==> src/rtl/fetch_ctrl.sv <==
// Instruction fetch controller: one outstanding bus fetch at a time, a one-entry
// hold buffer toward decode, and redirect handling that drops stale responses.
package fetch_ctrl_pkg;
  typedef enum logic [1:0] {
    MSIZE1 = 2'd0,
    MSIZE2 = 2'd1,
    MSIZE4 = 2'd2
  } msize_t;

  typedef struct packed {
    logic        valid;
    logic [31:0] addr;
    msize_t      size;
  } ibus_req_t;

  typedef struct packed {
    logic        addr_ok;
    logic        data_ok;
    logic [31:0] data;
  } ibus_resp_t;
endpackage

// state  | meaning
// S_IDLE | first cycle after reset, no request
// S_REQ  | presenting request at pc (or detecting misaligned pc)
// S_WAIT | address accepted, waiting for data_ok
// S_HOLD | instruction (or fetch fault) presented to decode
module fetch_ctrl
  import fetch_ctrl_pkg::*;
#(
  parameter logic [31:0] RESET_PC = 32'hbfc0_0000
) (
  input  logic        clk,
  input  logic        resetn,
  output ibus_req_t   ireq,
  input  ibus_resp_t  iresp,
  input  logic        redirect_valid,
  input  logic [31:0] redirect_pc,
  output logic        out_valid,
  input  logic        out_ready,
  output logic [31:0] out_pc,
  output logic [31:0] out_instr,
  output logic        out_exc
);

  typedef enum logic [1:0] {
    S_IDLE = 2'd0,
    S_REQ  = 2'd1,
    S_WAIT = 2'd2,
    S_HOLD = 2'd3
  } state_t;

  state_t      state, state_nxt;
  logic [31:0] pc, pc_nxt;
  logic        discard, discard_nxt;
  logic [31:0] held_instr, held_instr_nxt;
  logic        held_exc, held_exc_nxt;

  logic        misaligned;
  logic        addr_hs;

  assign misaligned = |pc[1:0];
  // A misaligned pc never raises valid, so addr_ok cannot complete a handshake then.
  assign addr_hs    = (state == S_REQ) && !misaligned && iresp.addr_ok;

  always_ff @(posedge clk) begin
    if (!resetn) begin
      state      <= S_IDLE;
      pc         <= RESET_PC;
      discard    <= 1'b0;
      held_instr <= '0;
      held_exc   <= 1'b0;
    end else begin
      state      <= state_nxt;
      pc         <= pc_nxt;
      discard    <= discard_nxt;
      held_instr <= held_instr_nxt;
      held_exc   <= held_exc_nxt;
    end
  end

  always_comb begin
    state_nxt      = state;
    pc_nxt         = pc;
    discard_nxt    = discard;
    held_instr_nxt = held_instr;
    held_exc_nxt   = held_exc;
    case (state)
      S_IDLE: begin
        state_nxt = S_REQ;
        if (redirect_valid) pc_nxt = redirect_pc;
      end
      S_REQ: begin
        if (redirect_valid) begin
          pc_nxt = redirect_pc;
          if (addr_hs) begin
            discard_nxt = 1'b1;
            state_nxt   = S_WAIT;
          end
        end else if (misaligned) begin
          held_instr_nxt = '0;
          held_exc_nxt   = 1'b1;
          state_nxt      = S_HOLD;
        end else if (addr_hs) begin
          state_nxt = S_WAIT;
        end
      end
      S_WAIT: begin
        // The response in flight belongs to the old pc; mark it for dropping.
        if (redirect_valid) begin
          pc_nxt = redirect_pc;
          if (iresp.data_ok) begin
            discard_nxt = 1'b0;
            state_nxt   = S_REQ;
          end else begin
            discard_nxt = 1'b1;
          end
        end else if (iresp.data_ok) begin
          if (discard) begin
            discard_nxt = 1'b0;
            state_nxt   = S_REQ;
          end else begin
            held_instr_nxt = iresp.data;
            held_exc_nxt   = 1'b0;
            state_nxt      = S_HOLD;
          end
        end
      end
      S_HOLD: begin
        if (redirect_valid) begin
          pc_nxt    = redirect_pc;
          state_nxt = S_REQ;
        end else if (out_ready) begin
          pc_nxt    = pc + 32'd4;
          state_nxt = S_REQ;
        end
      end
      default: state_nxt = S_IDLE;
    endcase
  end

  always_comb begin
    ireq.valid = (state == S_REQ) && !misaligned;
    ireq.addr  = pc;
    ireq.size  = MSIZE4;
    out_valid  = (state == S_HOLD);
    out_pc     = pc;
    out_instr  = out_valid ? held_instr : '0;
    out_exc    = out_valid && held_exc;
  end

endmodule

==> config.mk <==
export PLATFORM = sky130hd
export DESIGN_NAME = fetch_ctrl
export DESIGN_NICKNAME = d
export VERILOG_FILES = /design/src/rtl/fetch_ctrl.sv
export SDC_FILE = /design/constraint.sdc
export NUM_CORES = 1
export LEC_CHECK = 0
export BUFFER_PORTS_ARGS = -buffer_cell sky130_fd_sc_hd__buf_2
export CAP_MARGIN = 20
export CELL_PAD_IN_SITES_DETAIL_PLACEMENT = 1
export CELL_PAD_IN_SITES_GLOBAL_PLACEMENT = 1
export CORE_ASPECT_RATIO = 0.9
export CORE_MARGIN = 5
export CORE_UTILIZATION = 36
export CTS_CLUSTER_DIAMETER = 60
export DETAILED_ROUTE_END_ITERATION = 8
export PLACE_DENSITY_LB_ADDON = 0.1
export SLEW_MARGIN = 10
export SYNTH_ARGS = -nofsm -noshare
export SYNTH_HDL_FRONTEND = slang
export SYNTH_SLANG_ARGS = --single-unit
export TNS_END_PERCENT = 10
==> constraint.sdc <==
create_clock -name clk -period 3.4 [get_ports clk]
set_input_delay 0.68 -clock clk [delete_from_list [all_inputs] [get_ports clk]]
set_output_delay 0.68 -clock clk [all_outputs]
set_load 0.01 [all_outputs]
==> results of run 1 <==
[synth_stat cells, types with 2 or more instances]
master,count
buf_6,2
o21ai_0,17
nor4_1,5
and3_1,5
nand3_1,10
and4_1,3
buf_2,10
clkbuf_1,16
nor2_1,58
buf_4,35
or3_1,2
conb_1,2
xor2_1,8
nor3_2,3
nand2_1,25
and2_1,38
a31oi_1,2
o22ai_1,4
nor3_1,13
o21a_1,2
a211oi_1,7
a311oi_1,4
xnor2_1,7
o211ai_1,2
mux2i_1,5
nor2b_1,4
nor4_2,3
a22oi_1,32
o21ai_1,4
a21oi_1,13
ha_1,4
nand4_1,12
dfxtp_1,68
inv_1,4
[cells by family (layout without fill, tap and decap cells)]
logic type               count (synthesis)  count (layout)  share of synthesized area (%)
flip-flops                              68              68                          36.33
AO/OA/AOI/OAI                           99              99                          18.40
buffers and inverters                   68             196                          11.05
other                                    2               2                         0.2004
multiplexers                             6               6                          1.636
adder cells (fa/ha/maj)                  4               4                          1.336
AND/OR/NAND/NOR                        189             189                          27.55
XOR/XNOR                                15              15                          3.506
[metal layers]
| metal | track usage, % | up-vias | share of wire (%) |
|---|---|---|---|
| met1 | 25.08 | 1821 | 46 |
| met4 | 3.931 | 0 | 0.70 |
| li1 | - | 1813 | - |
| met3 | 5.960 | 11 | 6.5 |
| met2 | 31.58 | 120 | 47 |
| met5 | 0 | - | 0 |
[power by group]
| group | total [mW] | switching (mW) | internal [mW] |
|---|---|---|---|
| Combinational | 0.285 | 0.167 | 0.118 |
| Clock | 0.853 | 0.364 | 0.489 |
| Sequential | 0.879 | 0.0493 | 0.829 |
[area by class of cell]
cell class / count / area [sq um] / share of cell area [%]
Inverter: 4 / 15.01 / 0.3209
Sequential cell: 68 / 1361 / 29.09
Tap cell: 129 / 161.4 / 3.449
Multi-Input combinational cell: 315 / 1972 / 42.14
Clock inverter: 7 / 43.79 / 0.9358
Clock buffer: 9 / 225.2 / 4.813
Timing Repair Buffer: 176 / 900.9 / 19.25
[sequential cells by signal (all words and copies together), names as in the netlist]
name / count
held_instr: 32
held_exc: 1
discard: 1
state: 2
out_pc: 32
[metrics by stage]
stage	worst slack (ns)	std cells
2_1_floorplan	1.561	451
3_3_place_gp	1.095	692
3_5_place_dp	1.041	692
4_1_cts	1.083	708
5_1_grt	0.9792	708
6_report	1.099	708
[worst max-delay path, stage by stage (launching register included)]
cell	delay, ns
dfxtp_1	0.39
ha_1	0.24
buf_4	0.32
and2_1	0.19
buf_2	0.13
[worst paths after layout]
| check | startpoint | endpoint | cells past startpoint |
|---|---|---|---|
| hold reg to reg | held_instr[27] | held_instr[27] | 2 |
| setup / recovery | state[1] | out_instr[9] | 4 |
| hold / removal | held_instr[27] | held_instr[27] | 2 |
| setup reg to reg | state[1] | held_instr[30] | 8 |
==> metrics.txt, run 1 <==
row count=35; CTS tree=built; LEAKAGE=2.101 nW; Post-synth EDFFs=0; via count of the routed design=3765; CTS resizes=0; vias per inst=5.318; routed len/inst=17.58 um; Area after DPL=0.004410 sq mm; final hold violations=0; post-synth cell types=56; cts hold-fix bufs=0; fillers=1291; CTS sink count=68; worst hold path type=reg -> reg; die area=0.01255 sq mm; Clock Tree Root=clkbuf_16; Die X=117.5 um; most frequent cells in the layout=buf_2 (168), dfxtp_1 (68), nor2_1 (58); I/O Pins=171; die span in y=106.8 um; most common cell after layout, fill and taps aside=buf_2; sequential area share after synthesis=36.33%; diode count=0; RSZ-0062 raised after global routing=no; Iteration-0 DRC Markers=189; PwrDens=431.0 mW/mm^2; period utilisation layout=67.67%; Post-Route WL=12.45 mm; reg2reg setup slack=1.33 ns; CP Max Fanout=34; syn nets=525; # port buffers=168; critical path class=reg -> out; Worst Path Required=2.72 ns; nature of the critical path endpoint=output pin; initial cell density of the core=36.73%; Tmin final=2.301 ns; share of layout cells above drive strength 1=35.75%; vias in the first global route=3768; final setup vio count=0; Yosys top cell by area=dfxtp_1; top_reg_cell synth=dfxtp_1; #FFs+latches synth=68; ys async rst share=0%; post-layout net count=648; pin count of the biggest net entering global routing=46; Critical Path AT=1.62 ns; final hold slack=0.5014 ns; Clk Latency, worst-skew pair=0.34 ns; Avg Cell Area, Syn=8.309 sq um; share of the synthesized area in the top cell type=36.33%; DP HPWL=9.000 mm; Synth area leaders=dfxtp_1 (36%), buf_4 (7.0%), a22oi_1 (6.4%); global-route wire length before repair=19.74 mm; Mapped Cells=451; Clock Path Buffers=2; Overflow after GRT=0; post-layout util=45.86%; Syn. warnings=0; DRC violations left=0; TritonCTS buffer count=9; Max Slew Vio Count=0; GRT Total Usage=19.25%; Reg clk slew, reported paths=0.06 ns; initial antenna violation count=0; Slew @ Worst Pin=0.6024 ns; Pwr Total=2.017 mW; Clock H-tree levels=3; clk_skew=0.009081 ns; Max Freq=434.6 MHz; Netlist Area Pre-Place=0.003747 sq mm; 1st-pass router iterations=4; Non-Filler Cell Area, Final=0.004679 sq mm; crit path launch type=flip-flop; Core Footprint=0.01020 sq mm; max_slew headroom=59.84%; gpl congestion=0.8258; max-cap viol count=0; Antenna Nets Post-Route=0; Post-CTS Setup Bufs=0; Setup TNS Final=0 ns; status=completed; synthesis-to-layout area growth=24.87%; Peak VDD IR=0.2205 mV
No activity file was read; power rests on OpenSTA's default activity.
==> run 2, diff against run 1 <==
Settings changed: CORE_UTILIZATION 36 to 30.
Clock period 3.4 ns to 2 ns, I/O delays scaled along.
==> run 2 against run 1 <==
Critical path depth increased by 4. Clock-buffer cell count increased by 2. Non-clock buffer count is 24 higher. Final cell count is 7.6% higher. Power grew 75%. Critical path type is now reg -> reg.
==> metrics.txt, run 2 (synthesis results as in run 1) <==
met1 Use GR=23.76% (-1.3 points); gpl congestion=0.8539 (+3.4%); Pwr Total=3.525 mW (+75%); Critical Path AT=2.13 ns (+0.51 ns); final setup vio count=0 (unchanged); DRC violations left=0 (unchanged); TritonCTS buffer count=9 (unchanged); met3 Use GR=5.530% (-0.43 points); Die X=127.8 um (+8.7%); Clock Path Buffers=2 (unchanged); status=completed; crit path launch type=flip-flop; die area=0.01483 sq mm (+18%); critical path class=reg -> reg; PwrDens=709.9 mW/mm^2 (+65%); global-route wire length before repair=20.87 mm (+5.7%); nature of the critical path endpoint=flip-flop; via count of the routed design=3784 (+0.50%); Max Slew Vio Count=0 (unchanged); Post-CTS Setup Bufs=0 (unchanged); CP Max Fanout=32 (-5.9%); Worst Path Required=2.22 ns (-0.50 ns); initial antenna violation count=0 (unchanged); dpl cells=747 (+7.9%); Core Footprint=0.01212 sq mm (+19%); worst hold path type=in -> reg; synthesis-to-layout area growth=32.52%; CTS tree=built; Peak VDD IR=0.4873 mV (+120%); Overflow after GRT=0 (unchanged); GRT Total Usage=17.87% (-1.4 points); CTS sink count=68 (unchanged); share of layout cells above drive strength 1=38.87% (+3.1 points); DP HPWL=10.05 mm (+12%); row count=38 (+8.6%); Clock Tree Root=clkbuf_16; Clk Latency, worst-skew pair=0.34 ns (about the same); vias in the first global route=3911 (+3.8%); clk_skew=0.006175 ns (-0.002906 ns); RSZ-0062 raised after global routing=yes; pin count of the biggest net entering global routing=36 (-22%); final hold slack=0.2868 ns (-0.2147 ns); Antenna Nets Post-Route=0 (unchanged); LEAKAGE=2.235 nW (+6.4%); Iteration-0 DRC Markers=202 (+6.9%); fillers=1497 (+16%); layer with the highest usage=met2; initial cell density of the core=30.91% (-5.8 points); Clock H-tree levels=3 (unchanged); period utilisation layout=95.84%; post-layout net count=672 (+3.7%); final hold violations=0 (unchanged); vias per inst=4.966 (-6.6%); Finished Layout Cells=762 (+7.6%); Reg clk slew, reported paths=0.06 ns (about the same); most frequent cells in the layout=buf_2 (168), dfxtp_1 (67), nor2_1 (58); die span in y=116.0 um (+8.7%); grt met2 use=28.47% (-3.1 points); routed len/inst=17.36 um (-1.3%); 1st-pass router iterations=4 (unchanged); I/O Pins=171 (unchanged); Post-Route WL=13.23 mm (+6.2%); post-layout util=40.96% (-4.9 points); cts hold-fix bufs=0 (unchanged); max-cap viol count=0 (unchanged); Max Freq=521.7 MHz; # port buffers=168 (unchanged); Tmin final=1.917 ns; diode count=0 (unchanged); most common cell after layout, fill and taps aside=buf_2
[run 2: cell types whose count changed in the layout (fill, tap and decap cells not counted), sizes merged]
cell / change
buf: +24
clkinv: -3
clkbuf: +2
[run 2: layer usage]
layer / part of all wire, % / up-vias
met1: 47 / 1813
met3: 5.8 / 8
met4: 0.93 / 0
met5: 0 / -
met2: 46 / 98
li1: - / 1865
[run 2: area by class of cell]
type                       count  area (sq um)  share of cell area (%)
sequential                    68          1363                   27.44
clock buffer                  11         252.7                   5.089
clock inverter                 4         25.02                  0.5039
multi-input combinational    315          1984                   39.96
timing repair buffer         200          1126                   22.68
tap                          160         200.2                   4.031
inverter                       4         15.01                  0.3023
[run 2: per-stage QoR]
| stage | TNS [ns] | worst slack [ns] | cell area [sq um] |
|---|---|---|---|
| after floorplan | 0 | 0.1614 | 3747 |
| after global placement | 0 | 0.1815 | 4667 |
| after detailed placement | 0 | 0.08571 | 4667 |
| after CTS | 0 | 0.02701 | 4955 |
| after global routing | -0.2026 | -0.05340 | 4966 |
| final | 0 | 0.08316 | 4966 |
[run 2: timing repair]
item                                    CTS  global route
resized for setup                         3             3
pin swaps                                 0             1
cloned                                    0             0
endpoints found under the setup margin   33            74
[run 2: worst paths after layout]
kind | start | to | slack, ns | cells after the start
max reg2reg | state[0] | held_instr[1] | 0.08 | 8
min reg2reg | held_instr[25] | held_instr[25] | 0.49 | 2
max | state[0] | held_instr[1] | 0.08 | 8
min | redirect_pc[25] | out_pc[25] | 0.29 | 3
[run 2: power breakdown]
part	internal [mW]	total [mW]	switching, mW
Sequential	1.41	1.48	0.0687
Clock	0.894	1.49	0.596
Combinational	0.244	0.556	0.312
[run 2: critical path: stages, from the launching register on]
cell and delay, ns:
dfxtp_1 0.40, inv_1 0.10, ha_1 0.24, buf_4 0.16
o21ai_0 0.24, nand3_1 0.17, buf_12 0.20, a22oi_1 0.22
nor2_1 0.07
